==> src/rtl/step_ctrl_pkg.sv <==
// Shared opcodes and FSM state encoding for the programmable step controller.
package step_ctrl_pkg;

    localparam int OP_W = 3;

    localparam logic [OP_W-1:0] OP_NOP     = 3'd0;
    localparam logic [OP_W-1:0] OP_ADD_IMM = 3'd1;
    localparam logic [OP_W-1:0] OP_SUB_IMM = 3'd2;
    localparam logic [OP_W-1:0] OP_MUL2    = 3'd3;
    localparam logic [OP_W-1:0] OP_ADD_IN  = 3'd4;
    localparam logic [OP_W-1:0] OP_XOR_IMM = 3'd5;

    typedef enum logic [1:0] {
        S_IDLE = 2'd0,
        S_EXEC = 2'd1,
        S_DONE = 2'd2
    } state_e;

    // Program entry with the immediate at a fixed 8-bit width.
    typedef struct packed {
        logic [OP_W-1:0] op;
        logic [7:0]      imm;
    } prog_entry8_t;

endpackage

==> src/rtl/step_controller_prog_alu.sv <==
// One program step: WIDTH+1 bit arithmetic with wrap or saturate.
module step_alu
    import step_ctrl_pkg::*;
#(
    parameter int WIDTH = 8
) (
    input  logic [OP_W-1:0]  op_i,
    input  logic [WIDTH-1:0] acc_i,
    input  logic [WIDTH-1:0] imm_i,
    input  logic [WIDTH-1:0] orig_i,
    input  logic             sat_i,
    output logic [WIDTH-1:0] result_o,
    output logic             ovf_o
);

    logic [WIDTH:0]   wide;
    logic [WIDTH-1:0] sat_val;

    always_comb begin
        wide = {1'b0, acc_i};
        case (op_i)
            OP_ADD_IMM: wide = {1'b0, acc_i} + {1'b0, imm_i};
            OP_SUB_IMM: wide = {1'b0, acc_i} - {1'b0, imm_i};
            OP_MUL2:    wide = {acc_i, 1'b0};
            OP_ADD_IN:  wide = {1'b0, acc_i} + {1'b0, orig_i};
            OP_XOR_IMM: wide = {1'b0, acc_i ^ imm_i};
            default:    wide = {1'b0, acc_i};
        endcase
        // Bit WIDTH is carry-out for add/shift and borrow for subtract.
        ovf_o    = wide[WIDTH];
        sat_val  = (op_i == OP_SUB_IMM) ? '0 : '1;
        result_o = (ovf_o && sat_i) ? sat_val : wide[WIDTH-1:0];
    end

endmodule

==> src/rtl/step_controller_prog.sv <==
// Programmable multi-step controller: runs a register-held op/imm program
// over a captured operand and returns the result with a done pulse.
module step_controller_prog
    import step_ctrl_pkg::*;
#(
    parameter int WIDTH     = 8,
    parameter int NUM_STEPS = 8,
    parameter int AW        = (NUM_STEPS > 1) ? $clog2(NUM_STEPS) : 1
) (
    input  logic             clk,
    input  logic             rst,
    input  logic             start,
    input  logic [WIDTH-1:0] data_in,
    input  logic [AW:0]      step_cnt,
    input  logic             sat_mode,
    input  logic             abort,
    input  logic             prog_we,
    input  logic [AW-1:0]    prog_addr,
    input  logic [OP_W-1:0]  prog_op,
    input  logic [WIDTH-1:0] prog_imm,
    output logic [WIDTH-1:0] data_out,
    output logic             done,
    output logic             busy,
    output logic             overflow,
    output logic             aborted,
    output logic             prog_err
);

    localparam logic [AW:0] MAX_N = (AW+1)'(NUM_STEPS);

    typedef struct packed {
        logic [OP_W-1:0]  op;
        logic [WIDTH-1:0] imm;
    } prog_entry_t;

    prog_entry_t      prog_q [NUM_STEPS];
    prog_entry_t      cur;
    state_e           state_q, state_d;
    logic [WIDTH-1:0] acc_q, acc_d, orig_q, orig_d;
    logic [WIDTH-1:0] data_out_q, data_out_d;
    logic [AW:0]      idx_q, idx_d, n_q, n_d, cnt_clamped;
    logic             sat_q, sat_d, ovf_q, ovf_d;
    logic             overflow_q, overflow_d;
    logic             aborted_q, aborted_d, prog_err_q, prog_err_d;
    logic             prog_wr_ok;
    logic [WIDTH-1:0] alu_res;
    logic             alu_ovf;

    assign cnt_clamped = (step_cnt > MAX_N) ? MAX_N : step_cnt;
    assign cur         = prog_q[idx_q[AW-1:0]];
    assign prog_wr_ok  = prog_we && (state_q == S_IDLE)
                         && ({1'b0, prog_addr} < MAX_N);

    step_alu #(.WIDTH(WIDTH)) u_alu (
        .op_i     (cur.op),
        .acc_i    (acc_q),
        .imm_i    (cur.imm),
        .orig_i   (orig_q),
        .sat_i    (sat_q),
        .result_o (alu_res),
        .ovf_o    (alu_ovf)
    );

    always_comb begin
        state_d    = state_q;
        acc_d      = acc_q;
        orig_d     = orig_q;
        idx_d      = idx_q;
        n_d        = n_q;
        sat_d      = sat_q;
        ovf_d      = ovf_q;
        data_out_d = data_out_q;
        overflow_d = overflow_q;
        aborted_d  = 1'b0;
        prog_err_d = prog_we && (state_q != S_IDLE);
        unique case (state_q)
            S_IDLE: begin
                if (start) begin
                    acc_d  = data_in;
                    orig_d = data_in;
                    n_d    = cnt_clamped;
                    sat_d  = sat_mode;
                    idx_d  = '0;
                    ovf_d  = 1'b0;
                    if (cnt_clamped == '0) begin
                        state_d    = S_DONE;
                        data_out_d = data_in;
                        overflow_d = 1'b0;
                    end else begin
                        state_d = S_EXEC;
                    end
                end
            end
            S_EXEC: begin
                if (abort) begin
                    state_d   = S_IDLE;
                    aborted_d = 1'b1;
                end else begin
                    acc_d = alu_res;
                    ovf_d = ovf_q | alu_ovf;
                    idx_d = idx_q + 1'b1;
                    // Result registers load on the edge that enters DONE.
                    if ((idx_q + 1'b1) == n_q) begin
                        state_d    = S_DONE;
                        data_out_d = alu_res;
                        overflow_d = ovf_q | alu_ovf;
                    end
                end
            end
            S_DONE:  state_d = S_IDLE;
            default: state_d = S_IDLE;
        endcase
    end

    always_ff @(posedge clk or posedge rst) begin
        if (rst) begin
            state_q    <= S_IDLE;
            acc_q      <= '0;
            orig_q     <= '0;
            idx_q      <= '0;
            n_q        <= '0;
            sat_q      <= 1'b0;
            ovf_q      <= 1'b0;
            data_out_q <= '0;
            overflow_q <= 1'b0;
            aborted_q  <= 1'b0;
            prog_err_q <= 1'b0;
        end else begin
            state_q    <= state_d;
            acc_q      <= acc_d;
            orig_q     <= orig_d;
            idx_q      <= idx_d;
            n_q        <= n_d;
            sat_q      <= sat_d;
            ovf_q      <= ovf_d;
            data_out_q <= data_out_d;
            overflow_q <= overflow_d;
            aborted_q  <= aborted_d;
            prog_err_q <= prog_err_d;
        end
    end

    always_ff @(posedge clk or posedge rst) begin
        if (rst) begin
            for (int i = 0; i < NUM_STEPS; i++) begin
                prog_q[i] <= '{op: OP_NOP, imm: '0};
            end
        end else if (prog_wr_ok) begin
            prog_q[prog_addr] <= '{op: prog_op, imm: prog_imm};
        end
    end

    assign data_out = data_out_q;
    assign done     = (state_q == S_DONE);
    assign busy     = (state_q != S_IDLE);
    assign overflow = overflow_q;
    assign aborted  = aborted_q;
    assign prog_err = prog_err_q;

endmodule

==> config.mk <==
export PLATFORM = sky130hd
export DESIGN_NAME = step_controller_prog
export DESIGN_NICKNAME = d
export VERILOG_FILES = /design/src/rtl/step_ctrl_pkg.sv /design/src/rtl/step_controller_prog_alu.sv /design/src/rtl/step_controller_prog.sv
export SDC_FILE = /design/constraint.sdc
export NUM_CORES = 1
export LEC_CHECK = 0
export CAP_MARGIN = 25
export CORE_MARGIN = 1.5
export CORE_UTILIZATION = 45
export CTS_BUF_LIST = sky130_fd_sc_hd__clkbuf_4 sky130_fd_sc_hd__clkbuf_8 sky130_fd_sc_hd__clkbuf_16
export DETAILED_ROUTE_END_ITERATION = 7
export GPL_TIMING_DRIVEN = 0
export PLACE_DENSITY_LB_ADDON = 0.2
export SYNTH_ARGS = -nofsm -noshare
export SYNTH_HDL_FRONTEND = slang
export SYNTH_SLANG_ARGS = --single-unit
==> constraint.sdc <==
create_clock -name clk -period 5 [get_ports clk]
set_input_delay 0.75 -clock clk [delete_from_list [all_inputs] [get_ports clk]]
set_output_delay 0.75 -clock clk [all_outputs]
set_load 0.02 [all_outputs]
==> impl_metrics.ini <==
[run_status]
outcome = finished clean

[worst_hold_path]
holdCritPathClass = register to register
worstHoldPathCells = 1

[sta]
worst_pin_slew_ns = 0.892
final-setup-viol-count = 0
fin_worst_skew_ns = 0.00867
hold_viol_final = 0
slew_violations = 0
final.min_clock_period_ns = 4.71
clock.fmax_mhz = 212
layout_setup_ws_ns = 0.293
relSlewSlack_pct = 39.9
min_period_over_period_pct = 94.1

[clock_tree]
clockRootBuffer = clkbuf_16
tritoncts = built
postCtsHoldBufs = 0
clk_latency_ns = 0.42
htreeDepth = 4
cts_num_sinks = 127
cts_buffers = 17
clk_pin_slew_ns = 0.06
cts_buffer_depth = 2

[yosys]
synth-seq-cells = 127
synth-edff-count = 0
yosysSeqAreaShare_pct = 44.5
syn_nets = 664
synth_warnings = 0
synth.distinct_cells = 64
synthCells = 621
syn_area_per_cell_sq_um = 11.5
synthArstFlopShare_pct = 100
synth_ff_type = dfrtp_1
syn_area_sq_um = 7140

[cells_and_area]
n_antenna_cell = 0
layout_common_cells = dfrtp_1 (126), mux2_2 (97), clkdlybuf4s50_1 (44)
drive_above_1_share_pct = 28.8
final_common_cell = dfrtp_1
area.growth.synth_to_final_pct = 22.4
nNetsFinal = 736
finalNonFillerCells = 917

[run]
maxCapViolations = 0

[global_route]
grt_max_degree = 83
overflow = 0
grt_pass1_vias = 5694
antenna_found_initial = 0
grt_first_pass_wirelength_mm = 31.5
grt_usage_pct = 25.2

[floorplan]
die_w_um = 129
initial_utilization_pct = 46.5
num_rows = 45
die_area_sq_um = 16600
core_area_sq_um = 15400
io-pin-count = 45
die_height_um = 129

[detailed_routing]
drt-initial-drc-count = 363
ant_nets = 0
drc_errors = 0
drt_wl_total_mm = 19.6
vias = 5492
wl_per_cell_um = 21.3
firstDrtPassIters = 7
vias_per_cell = 5.99

[critical_path]
crit_type = register to register
cp_max_fo = 10
cp.required_ns = 5.31
ff2ff_path_depth = 18
crit_arrival_ns = 5.01
start_kind = register
endpoint_kind = register

[place]
io_buffers = 44
hpwl_mm = 13.7
place_ws_ns = -0.582
place_congestion = 0.931
placed_cells = 877
[metal layers]
metal	GRT usage, %	vias up	wire length (um)
met5	0	-	0
met2	42.4	168	9620
li1	-	2487	-
met1	31.9	2800	8500
met3	5.49	37	888
met4	9.98	0	561
[cells by family after synthesis]
group / after synthesis / synth area share, %
compound gates: 132 / 13.9
buf+inv: 40 / 2.42
simple gates: 156 / 10.6
mux: 138 / 24.5
fa+ha+maj: 11 / 2.03
xor+xnor: 17 / 2.08
flops: 127 / 44.5
[stage by stage]
stage	setup TNS [ns]	instance area, sq um	utilization, %	hold WS, ns
after global routing	-0.0362	8740	56.9	0.513
after CTS	0	8610	56.0	0.502
after detailed placement	-8.88	7880	51.3	0.484
after global placement	-105.44	7850	51.1	0.476
final	0	8740	56.9	0.503
after floorplan	0	7140	-	0.450
[cell usage after synthesis (6+ instances only)]
cell type / n / area share (%)
a21oi_1: 18 / 1.3
a221oi_1: 20 / 2.5
a22oi_1: 12 / 1.3
and2_1: 8 / 0.70
and3_1: 7 / 0.61
buf_2: 9 / 0.63
clkbuf_1: 18 / 0.95
dfrtp_1: 127 / 44
ha_1: 10 / 1.8
inv_1: 10 / 0.53
mux2_2: 97 / 15
mux2i_1: 19 / 2.7
mux4_2: 16 / 5.0
nand2_1: 44 / 2.3
nand2b_1: 8 / 0.70
nand3_1: 9 / 0.63
nor2_1: 46 / 2.4
nor2b_1: 11 / 0.96
nor3_1: 9 / 0.63
o211ai_1: 7 / 0.74
o21ai_0: 20 / 1.4
o21ai_1: 6 / 0.42
xnor2_1: 12 / 1.5
[state kept, by name, indices dropped and copies added, names as in the netlist]
register / cells
prog_err: 1
n_q: 4
acc_q: 8
state_q: 2
data_out: 8
overflow: 1
orig_q: 8
sat_q: 1
idx_q: 4
ovf_q: 1
aborted: 1
prog_q: 88
[area by class of cell]
| class | instances | area (sq um) |
|---|---|---|
| tap | 211 | 264 |
| clock buffer | 22 | 482 |
| multi-input combinational | 454 | 3930 |
| timing repair buffer | 53 | 541 |
| clock inverter | 10 | 148 |
| buffer | 30 | 159 |
| sequential | 127 | 3180 |
| inverter | 10 | 42.5 |
| fill | 1313 | 6630 |
[worst max-delay path: stages, from the launching register on]
cell and delay [ns]:
dfrtp_2 0.41, buf_6 0.21, mux4_2 0.59, mux2i_4 0.43, nand2_1 0.20, nor2_4 0.28
nand2_1 0.08, o21ai_0 0.08, ha_1 0.21, inv_1 0.06, fa_1 0.40, nand2b_1 0.21
a21o_1 0.22, nand3_1 0.13, a21oi_1 0.12, a221oi_4 0.39, a211oi_4 0.12, buf_12 0.16
a221oi_1 0.28
[timing repair]
action / 4_1_cts / 5_1_grt
pin swaps: 2 / 5
resized for setup: 16 / 20
setup buffers: 2 / 6
endpoints found under the setup margin: 18 / 18
[final timing paths]
check / startpoint / to / slack (ns)
max in group asynchronous: rst / data_out[1]$_DFFE_PP0P_ / 3.52
max reg2reg: idx_q[1]$_DFFE_PP0P_ / acc_q[6]$_DFFE_PP0P_ / 0.29
min reg2reg: prog_q[22]$_DFFE_PP0P_ / prog_q[22]$_DFFE_PP0P_ / 0.50
min in group asynchronous: rst / n_q[0]$_DFFE_PP0P_ / 0.72
max: idx_q[1]$_DFFE_PP0P_ / acc_q[6]$_DFFE_PP0P_ / 0.29
min: prog_q[22]$_DFFE_PP0P_ / prog_q[22]$_DFFE_PP0P_ / 0.50
Power is not shown: default switching activity piles up to over one toggle a cycle in this logic, so the estimate is an artifact.
